$ cat src/rtl/sfm_pkg.sv
// Shared types for the softmax add/mul datapath: element formats, unit
// operation selects and the add/mul issuer state encoding.
package sfm_pkg;

  typedef enum logic [2:0] {
    FP32    = 3'd0,
    FP64    = 3'd1,
    FP16    = 3'd2,
    FP8     = 3'd3,
    FP16ALT = 3'd4
  } fp_format_e;

  typedef enum logic [0:0] {
    ADD = 1'b0,
    MUL = 1'b1
  } operation_t;

  typedef enum logic [1:0] {
    IDLE      = 2'd0,
    ISSUE_ADD = 2'd1,
    ISSUE_MUL = 2'd2
  } issuer_state_t;

  function automatic int unsigned fp_width(input fp_format_e fmt);
    case (fmt)
      FP32:    return 32'd32;
      FP64:    return 32'd64;
      FP16:    return 32'd16;
      FP8:     return 32'd8;
      FP16ALT: return 32'd16;
      default: return 32'd16;
    endcase
  endfunction

endpackage

$ cat src/rtl/sfm_credit_counter.sv
// Per-operation in-flight beat counter: counts issued beats, gives a credit back
// on each observed result handshake, and flags when no further beat may issue.
module sfm_credit_counter #(
  parameter  int unsigned MAX = 4,
  localparam int unsigned CW  = $clog2(MAX + 1)
) (
  input  logic          clk_i,
  input  logic          rst_i,
  input  logic          clear_i,
  input  logic          inc_i,
  input  logic          dec_i,
  output logic [CW-1:0] count_o,
  output logic          full_o
);

  logic [CW-1:0] r_count;
  logic          w_inc;
  logic          w_dec;

  // Saturate at both ends; a spurious return at zero is dropped.
  assign w_inc = inc_i && (r_count < CW'(MAX));
  assign w_dec = dec_i && (r_count != {CW{1'b0}});

  // Outstanding count update; clear shares priority with reset.
  always_ff @(posedge clk_i) begin
    if (rst_i || clear_i) begin
      r_count <= {CW{1'b0}};
    end else begin
      case ({w_inc, w_dec})
        2'b10:   r_count <= r_count + CW'(1);
        2'b01:   r_count <= r_count - CW'(1);
        default: r_count <= r_count;
      endcase
    end
  end

  assign count_o = r_count;
  assign full_o  = (r_count >= CW'(MAX));

endmodule

$ cat src/rtl/sfm_addmul_issuer.sv
// Add/mul issuer: arbitrates the add and mul request streams onto the shared
// add/mul unit in bounded bursts, with per-operation in-flight credit limits.
module sfm_addmul_issuer
  import sfm_pkg::*;
#(
  parameter  fp_format_e  FPFORMAT        = FP16ALT,
  parameter  int unsigned VECT_WIDTH      = 1,
  parameter  int unsigned BURST_LEN       = 4,
  parameter  int unsigned MAX_OUTSTANDING = 4,
  localparam int unsigned WIDTH           = fp_width(FPFORMAT),
  localparam int unsigned CW              = $clog2(MAX_OUTSTANDING + 1)
) (
  input  logic                        clk_i,
  input  logic                        rst_i,
  input  logic                        clear_i,
  input  logic                        enable_i,
  input  logic                        add_req_valid_i,
  output logic                        add_req_ready_o,
  input  logic [VECT_WIDTH-1:0]       add_req_strb_i,
  input  logic [VECT_WIDTH*WIDTH-1:0] add_req_vect_i,
  input  logic                        add_req_mod_i,
  input  logic                        mul_req_valid_i,
  output logic                        mul_req_ready_o,
  input  logic [VECT_WIDTH-1:0]       mul_req_strb_i,
  input  logic [VECT_WIDTH*WIDTH-1:0] mul_req_vect_i,
  input  logic                        mul_req_mod_i,
  output operation_t                  operation_o,
  output logic                        op_mod_add_o,
  output logic                        op_mod_mul_o,
  output logic                        add_valid_o,
  input  logic                        add_ready_i,
  output logic [VECT_WIDTH-1:0]       add_strb_o,
  output logic [VECT_WIDTH*WIDTH-1:0] add_vect_o,
  output logic                        mul_valid_o,
  input  logic                        mul_ready_i,
  output logic [VECT_WIDTH-1:0]       mul_strb_o,
  output logic [VECT_WIDTH*WIDTH-1:0] mul_vect_o,
  input  logic                        add_res_valid_i,
  input  logic                        add_res_ready_i,
  input  logic                        mul_res_valid_i,
  input  logic                        mul_res_ready_i,
  output logic [CW-1:0]               add_outstanding_o,
  output logic [CW-1:0]               mul_outstanding_o,
  output logic                        busy_o
);

  localparam int unsigned BW = $clog2(BURST_LEN + 1);

  issuer_state_t r_state;
  operation_t    r_operation;
  logic          r_last_mul;
  logic [BW-1:0] r_beat_cnt;

  logic          w_add_full;
  logic          w_mul_full;
  logic [CW-1:0] w_add_count;
  logic [CW-1:0] w_mul_count;
  logic          w_add_open;
  logic          w_mul_open;
  logic          w_add_beat;
  logic          w_mul_beat;
  logic          w_add_ret;
  logic          w_mul_ret;
  logic [BW:0]   w_beat_sum;
  logic          w_burst_done;
  logic [BW-1:0] w_beat_cnt_nxt;

  // Credit checks use the registered count, so a same-cycle return cannot unblock issue.
  assign w_add_open = (r_state == ISSUE_ADD) && !rst_i && enable_i && !w_add_full;
  assign w_mul_open = (r_state == ISSUE_MUL) && !rst_i && enable_i && !w_mul_full;

  assign add_valid_o     = w_add_open && add_req_valid_i;
  assign add_req_ready_o = w_add_open && add_ready_i;
  assign mul_valid_o     = w_mul_open && mul_req_valid_i;
  assign mul_req_ready_o = w_mul_open && mul_ready_i;

  assign add_strb_o   = add_req_strb_i;
  assign add_vect_o   = add_req_vect_i;
  assign op_mod_add_o = add_req_mod_i;
  assign mul_strb_o   = mul_req_strb_i;
  assign mul_vect_o   = mul_req_vect_i;
  assign op_mod_mul_o = mul_req_mod_i;

  assign w_add_beat = add_valid_o && add_ready_i;
  assign w_mul_beat = mul_valid_o && mul_ready_i;
  assign w_add_ret  = add_res_valid_i && add_res_ready_i;
  assign w_mul_ret  = mul_res_valid_i && mul_res_ready_i;

  // Burst length includes the beat completing this cycle so a switch adds no idle gap.
  assign w_beat_sum     = {1'b0, r_beat_cnt} + {{BW{1'b0}}, (w_add_beat || w_mul_beat)};
  assign w_burst_done   = (w_beat_sum >= (BW + 1)'(BURST_LEN));
  assign w_beat_cnt_nxt = w_burst_done ? BW'(BURST_LEN) : w_beat_sum[BW-1:0];

  // Issue FSM with round-robin arbitration and registered operation select.
  always_ff @(posedge clk_i) begin
    if (rst_i || clear_i) begin
      r_state     <= IDLE;
      r_operation <= ADD;
      r_last_mul  <= 1'b1;
      r_beat_cnt  <= {BW{1'b0}};
    end else if (enable_i) begin
      case (r_state)
        IDLE: begin
          if (add_req_valid_i && (!mul_req_valid_i || r_last_mul)) begin
            r_state     <= ISSUE_ADD;
            r_operation <= ADD;
            r_last_mul  <= 1'b0;
            r_beat_cnt  <= {BW{1'b0}};
          end else if (mul_req_valid_i) begin
            r_state     <= ISSUE_MUL;
            r_operation <= MUL;
            r_last_mul  <= 1'b1;
            r_beat_cnt  <= {BW{1'b0}};
          end else begin
            r_state <= IDLE;
          end
        end
        ISSUE_ADD: begin
          if ((w_burst_done || !add_req_valid_i) && mul_req_valid_i) begin
            r_state     <= ISSUE_MUL;
            r_operation <= MUL;
            r_last_mul  <= 1'b1;
            r_beat_cnt  <= {BW{1'b0}};
          end else if (!add_req_valid_i) begin
            r_state     <= IDLE;
            r_operation <= ADD;
            r_beat_cnt  <= {BW{1'b0}};
          end else begin
            r_beat_cnt <= w_beat_cnt_nxt;
          end
        end
        ISSUE_MUL: begin
          if ((w_burst_done || !mul_req_valid_i) && add_req_valid_i) begin
            r_state     <= ISSUE_ADD;
            r_operation <= ADD;
            r_last_mul  <= 1'b0;
            r_beat_cnt  <= {BW{1'b0}};
          end else if (!mul_req_valid_i) begin
            r_state     <= IDLE;
            r_operation <= ADD;
            r_beat_cnt  <= {BW{1'b0}};
          end else begin
            r_beat_cnt <= w_beat_cnt_nxt;
          end
        end
        default: begin
          r_state     <= IDLE;
          r_operation <= ADD;
          r_beat_cnt  <= {BW{1'b0}};
        end
      endcase
    end
  end

  sfm_credit_counter #(
    .MAX (MAX_OUTSTANDING)
  ) i_add_credit (
    .clk_i   (clk_i),
    .rst_i   (rst_i),
    .clear_i (clear_i),
    .inc_i   (w_add_beat),
    .dec_i   (w_add_ret),
    .count_o (w_add_count),
    .full_o  (w_add_full)
  );

  sfm_credit_counter #(
    .MAX (MAX_OUTSTANDING)
  ) i_mul_credit (
    .clk_i   (clk_i),
    .rst_i   (rst_i),
    .clear_i (clear_i),
    .inc_i   (w_mul_beat),
    .dec_i   (w_mul_ret),
    .count_o (w_mul_count),
    .full_o  (w_mul_full)
  );

  assign operation_o       = r_operation;
  assign add_outstanding_o = w_add_count;
  assign mul_outstanding_o = w_mul_count;
  assign busy_o            = (r_state != IDLE) || (w_add_count != {CW{1'b0}})
                          || (w_mul_count != {CW{1'b0}});

endmodule

$ cat config.mk
export PLATFORM = sky130hd
export DESIGN_NAME = sfm_addmul_issuer
export DESIGN_NICKNAME = d
export VERILOG_FILES = /design/src/rtl/sfm_pkg.sv /design/src/rtl/sfm_credit_counter.sv /design/src/rtl/sfm_addmul_issuer.sv
export SDC_FILE = /design/constraint.sdc
export NUM_CORES = 1
export LEC_CHECK = 0
export ABC_AREA = 1
export BUFFER_PORTS_ARGS = -buffer_cell sky130_fd_sc_hd__buf_2
export CAP_MARGIN = 25
export CORE_MARGIN = 5
export CORE_UTILIZATION = 39
export CTS_CLUSTER_DIAMETER = 60
export DETAILED_ROUTE_END_ITERATION = 16
export HOLD_SLACK_MARGIN = 0.1
export PLACE_DENSITY = 0.8
export SLEW_MARGIN = 30
export SYNTH_ARGS = -nofsm -noshare
export SYNTH_HDL_FRONTEND = slang
export SYNTH_SLANG_ARGS = --single-unit
$ cat constraint.sdc
create_clock -name clk_i -period 2.8 [get_ports clk_i]
set_clock_uncertainty 0.1 [all_clocks]
set_input_delay 0.28 -clock clk_i [delete_from_list [all_inputs] [get_ports clk_i]]
set_output_delay 0.28 -clock clk_i [all_outputs]
set_load 0.03 [all_outputs]
After elaboration in Yosys (flattened, before gate mapping)
Cells that the tools add are included.

word-level totals
  register bits after elaboration = 13
  word-level logic and storage cells = 98

cells by class
  equal/unequal tests = 11
  reduce and logical (&&, ||, !) cells = 44
  magnitude comparators = 5
  multiplexer cells = 27
  add/sub/neg operators = 5

operators by type and width
  operator                                                               number
  1-bit logical AND                                                      21
  3-bit 2-to-1 mux                                                       7
  2-bit 2-to-1 mux                                                       6
  3-bit case mux with 2 select lines                                     2
  3-bit case mux with 3 select lines                                     1
  3-bit nonzero test                                                     3
  1-bit 2-to-1 mux                                                       8
  1-bit logical OR                                                       7
  3-bit by 1-bit adder with 3-bit output, second input constant          2
  2-bit by 1-bit equality test with 1-bit output, second input constant  3
  2-bit equality test, second input constant                             3
  3-bit >= comparator, second input constant                             2
  3-bit less-than comparator, second input constant                      2
  3-bit by 2-bit != test with 1-bit output, second input constant        2
  1-bit case mux with 3 select lines                                     2
  2-bit case mux with 3 select lines                                     1
  2-bit nonzero test                                                     3
  3-bit by 1-bit subtractor with 3-bit output, second input constant     2
  1-bit zero test                                                        5
  5-bit AND reduction                                                    1
  3-bit by 1-bit adder with 4-bit output                                 1
  4-bit by 3-bit >= comparator with 1-bit output, second input constant  1
  2-bit by 1-bit != test with 1-bit output, second input constant        2
  4-bit AND reduction                                                    1
  4 further kinds                                                        4

Longest topological paths before layout
  depth after elaboration = 13
  mapped depth = 21

Modules after synthesis
From an unflattened synthesis, not the netlist that was laid out.

second synthesis, totals
  cell total of the unflattened synthesis = 199
  area total of the unflattened synthesis = 1381.3 µm²

modules (own cells, without submodules)
  module              sequential area each (µm²)  area an instance (µm²)  instances  cells an instance
  sfm_addmul_issuer   140.1                       973.4                   1          145
  sfm_credit_counter  60.1                        203.9                   2          27

Least setup slack after synthesis
OpenSTA, ideal clock, no wires.

  path type = register -> register
  from = register r_state[0]
  to = register r_state[0]
  setup slack = 72 ps
  cell stages (with the launch flop) = 22
  clock period less this slack = 2728 ps
  data required time = 2583 ps
  arrival time = 2511 ps
  cells stage by stage = dfxtp_1 -> inv_1 -> ha_1 -> inv_1 -> nor4_1 -> inv_1 -> nor2_1 -> nand2_1 -> nand2_1 -> ha_1 -> ha_1 -> inv_1 -> nand2_1 -> nand2_2 -> nand3_1 -> nand2_1 -> nand2_2 -> nand2_1 -> nor2_1 -> nand2_1 -> nand2_1 -> nor2_1

between the ends
  cells in the longest elaborated chain, start to end = 13
  elaborated cells on any way between the ends = 26

RTL lines
  element                                                                                RTL line                                                                    text
  start, declared                                                                        sfm_addmul_issuer.sv:49                                                     issuer_state_t r_state;
  start signal, assigned                                                                 sfm_addmul_issuer.sv:97                                                     r_state <= IDLE;
  start signal, assigned                                                                 sfm_addmul_issuer.sv:105                                                    r_state <= ISSUE_ADD;
  start signal, assigned                                                                 sfm_addmul_issuer.sv:110                                                    r_state <= ISSUE_MUL;
  2-bit by 1-bit equality test with 1-bit output or 2-bit equality test (tied branches)  sfm_addmul_issuer.sv:69, sfm_addmul_issuer.sv:102, sfm_addmul_issuer.sv:70
  1-bit logical AND (on tied branches) (3 in a row)                                      sfm_addmul_issuer.sv:69, sfm_addmul_issuer.sv:70
  1-bit logical AND (on tied branches)                                                   sfm_addmul_issuer.sv:72, sfm_addmul_issuer.sv:74
  1-bit logical AND (on tied branches)                                                   sfm_addmul_issuer.sv:84, sfm_addmul_issuer.sv:85
  1-bit logical OR                                                                       sfm_addmul_issuer.sv:90                                                     assign w_beat_sum = {1'b0, r_beat_cnt} + {{BW{1'b0}}, (w_add_beat || w_mul_beat)};
  3-bit by 1-bit adder with 4-bit output                                                 sfm_addmul_issuer.sv:90
  4-bit by 3-bit >= comparator with 1-bit output                                         sfm_addmul_issuer.sv:91                                                     assign w_burst_done = (w_beat_sum >= (BW + 1)'(BURST_LEN));
  1-bit logical OR (on tied branches)                                                    sfm_addmul_issuer.sv:133, sfm_addmul_issuer.sv:119
  1-bit logical AND (on tied branches)                                                   sfm_addmul_issuer.sv:133, sfm_addmul_issuer.sv:119
  3-bit by 2-bit != test with 1-bit output (no line) (tied with other cells)             --
  3-bit AND reduction (no line) or 2-bit case mux with 3 select lines (tied branches)    --

Parallel ways exist; a longest one is shown, timed or not.
A chain may end at the register's enable or synchronous reset.

Final worst setup path
Same ends and word-level chain as after synthesis.

==> out/metrics.cfg <==
[outcome]
status = complete, no violations

[setup_path]
critical_path_buf_inv_count = 4
cp_max_fo = 4
crit_top_cell = nand2_1
worst-setup-path-type = flop to flop
r2r-end = r_state[0]$_SDFFE_PP0P_
end_kind = flop
r2r_slack_ns = 0.26
worstRegToRegCells = 21
rr_startpoint = r_state[0]$_SDFFE_PP0P_
arrival_ns = 2.62
worstPathCellList = inv_2, ha_2, inv_1, nor4_1, inv_1, nor2_1, nand2_1, nand2_1, ha_1, ha_1, inv_1, nand2_1, nand2_2, nand3_1, nand2_1, nand2_2, nand2_1, nor2_1, nand2_1, nand2_1, nor2_1
cp_slowest_cell = dfxtp_1
critPathMaxStageDelay_ns = 0.35
crit_required_ns = 2.88
setup.worst_path.start_class = flop
crit_family = simple AND/OR/NAND/NOR gates

[global_routing]
grtUsageMet3_pct = 2.721
grt_first_pass_wirelength_um = 4057
gr-usage-all-layers_pct = 12.01
grt_max_degree = 10
antenna_found_initial = 0
grt_pass1_vias = 944
use_met1_pct = 14.24
grt.busiest_layer = met2
globalRouteMet2Util_pct = 19.52
overflow = 0

[route]
drt_wl_total_um = 2472
route.detailed.drc = 0
route.vias.total = 1006
wl_per_cell_um = 11.61
drt_iter0_drc = 44
antenna_left = 0
first_pass_iters = 5
viasPerCell = 4.723

[synthesis]
postSynthNetCount = 237
postSynthAreaPerCell_um2 = 6.794
synthCells = 179
netlist_area_um2 = 1216
yosysUniqueCellTypes = 20
synth_seq_cells = 13
yosysWarnings = 0
yosysSeqAreaShare_pct = 21.40

[worst_hold_path]
hold_start = clear_i
holdPathEnd = r_last_mul$_SDFFE_PP1P_
min_path_type = primary input to flop
holdPathStages = 3

[floorplanning]
io_pins = 96
core_area_um2 = 3028
die_h_um = 65.84
die_x_um = 65.84
die_area_um2 = 4335
rows = 20
start_util_pct = 40.17

[timing]
setup_viol = 0
finalHoldViolCount = 0
period_needed_ns = 2.537
report.final.slew_viol_count = 0
tightest_slew_ns = 0.5791
period_share_pct = 90.62
tns_ns = 0
slew_headroom_pct = 61.25
setup_ws_ns = 0.2628
fmax_mhz = 394.1

[clocking]
cts-htree-levels = 1
root_buffer = clkbuf_4
post_cts_buffers = 0
cts_tree = yes
clk_pin_slew_ns = 0.09
cts_buffers = 3
clkLatencyLatePin_ns = 0.29
clock_path_buffers = 2
cts_sinks = 13

[final_layout]
design_area_um2 = 1142
drive_gt1_share_pct = 23.08
utilization_pct = 37.73
fill_cells = 322
area_growth_pct = -6.070
antennaDiodeCount = 0
nets = 228

[place]
hpwlAfterDp_um = 1895
port_buffers = 23
pre_cts_slack_ns = 0.2633
dpl_cell_area_um2 = 1105
gp_congestion = 0.8977

[power_and_ir_drop]
leakage_uw = 0.0005493
p_per_area_nw_per_um2 = 339.1
vdd_drop_max_mv = 0.2189

[job]
maxCapViolations = 0

cells in the mapped netlist:
library cell  instances  area share (%)
buf_6                 1            0.93
fa_1                  2             3.3
o21ai_1               1            0.41
nand3_1              11             4.5
dfxtp_1              13              21
nor2_1               14             4.3
inv_2                 1            0.31
o21ai_0               9             3.7
nand4_1               5             2.6
inv_1                25             7.7
nor3_1                3             1.2
buf_4                36              22
nor2_2                2             1.0
nand2_1              29             9.0
a21oi_1              13             5.3
nor4_1                1            0.51
mux2_2                1            0.93
nand3_2               1            0.82
ha_1                  8             8.2
nand2_2               3             1.5
cell type report:
type                    instances  area (µm²)  area share [%]
clock buffers                   3       22.52           1.972
clock inverters                 1       5.005          0.4381
inverters                      26       97.59           8.543
multi-input cells             103       586.8           51.37
flip-flops and latches         13       260.3           22.78
well taps                      44       55.05           4.819
repair buffers                 23       115.1           10.08
per-layer routing:
metal	up-vias	share of wire, %
li1	518	-
met1	437	42
met2	44	47
met3	7	8.0
met4	0	2.2
met5	-	0
state kept, by name (all words and copies together), names as in the netlist:
| name | count |
|---|---|
| i_mul_credit.count_o | 3 |
| r_last_mul | 1 |
| operation_o | 1 |
| r_beat_cnt | 3 |
| r_state | 2 |
| i_add_credit.count_o | 3 |
report_power, final:
part	internal (µW)	switching (µW)	total, µW
combinational	25.5	46.6	72.1
sequential	188	2.59	191
clock	53.1	71.6	125
worst min-delay path, cell delays in order:
cell and delay [ns]:
buf_2 0.07, nor2_1 0.12, nand3_1 0.11
layout by cell type, fill, tap and decap left out, drive strengths merged, types with 3 or more instances in the layout:
master  instances
clkbuf          3
nand3          12
buf            23
nor2           16
dfxtp          13
nand4           5
nor3            3
a21oi          13
inv            26
o21ai          10
ha              8
nand2          32
worst max-delay path by stage:
stage                                        from                       to  slack (ns)  depth (start not counted)
after floorplan           r_state[0]$_SDFFE_PP0P_  r_state[0]$_SDFFE_PP0P_        0.07                         21
after global placement    r_state[0]$_SDFFE_PP0P_  r_state[0]$_SDFFE_PP0P_        0.36                         21
after detailed placement  r_state[0]$_SDFFE_PP0P_  r_state[0]$_SDFFE_PP0P_        0.26                         21
after CTS                 r_state[0]$_SDFFE_PP0P_  r_state[0]$_SDFFE_PP0P_        0.23                         21
after global routing      r_state[0]$_SDFFE_PP0P_  r_state[0]$_SDFFE_PP0P_      -0.007                         21
final                     r_state[0]$_SDFFE_PP0P_  r_state[0]$_SDFFE_PP0P_        0.26                         21
repair_timing:
item / CTS / global route
hold buffers: 0 / 0
setup endpoints to repair: 0 / 5
resized for setup: 0 / 4
logic make-up after synthesis:
kind of cell / Yosys count / synth area share, %
muxes: 1 / 0.9259
and+or+nand+nor: 69 / 25.51
DFF: 13 / 21.40
adders and majority gates: 10 / 11.52
AOI/OAI and AO/OA: 23 / 9.464
buffers and inverters: 63 / 31.17
metrics by stage:
step	total power [µW]	std cells	hold slack (ns)
finish	387.4	213	0.2287
global route	407.7	213	0.2419
CTS	386.1	213	0.2390
detailed placement	264.1	209	0.3625
global placement	263.9	209	0.3572
floorplan	338.9	179	0.3425
Power figures use the tool's default switching activity.
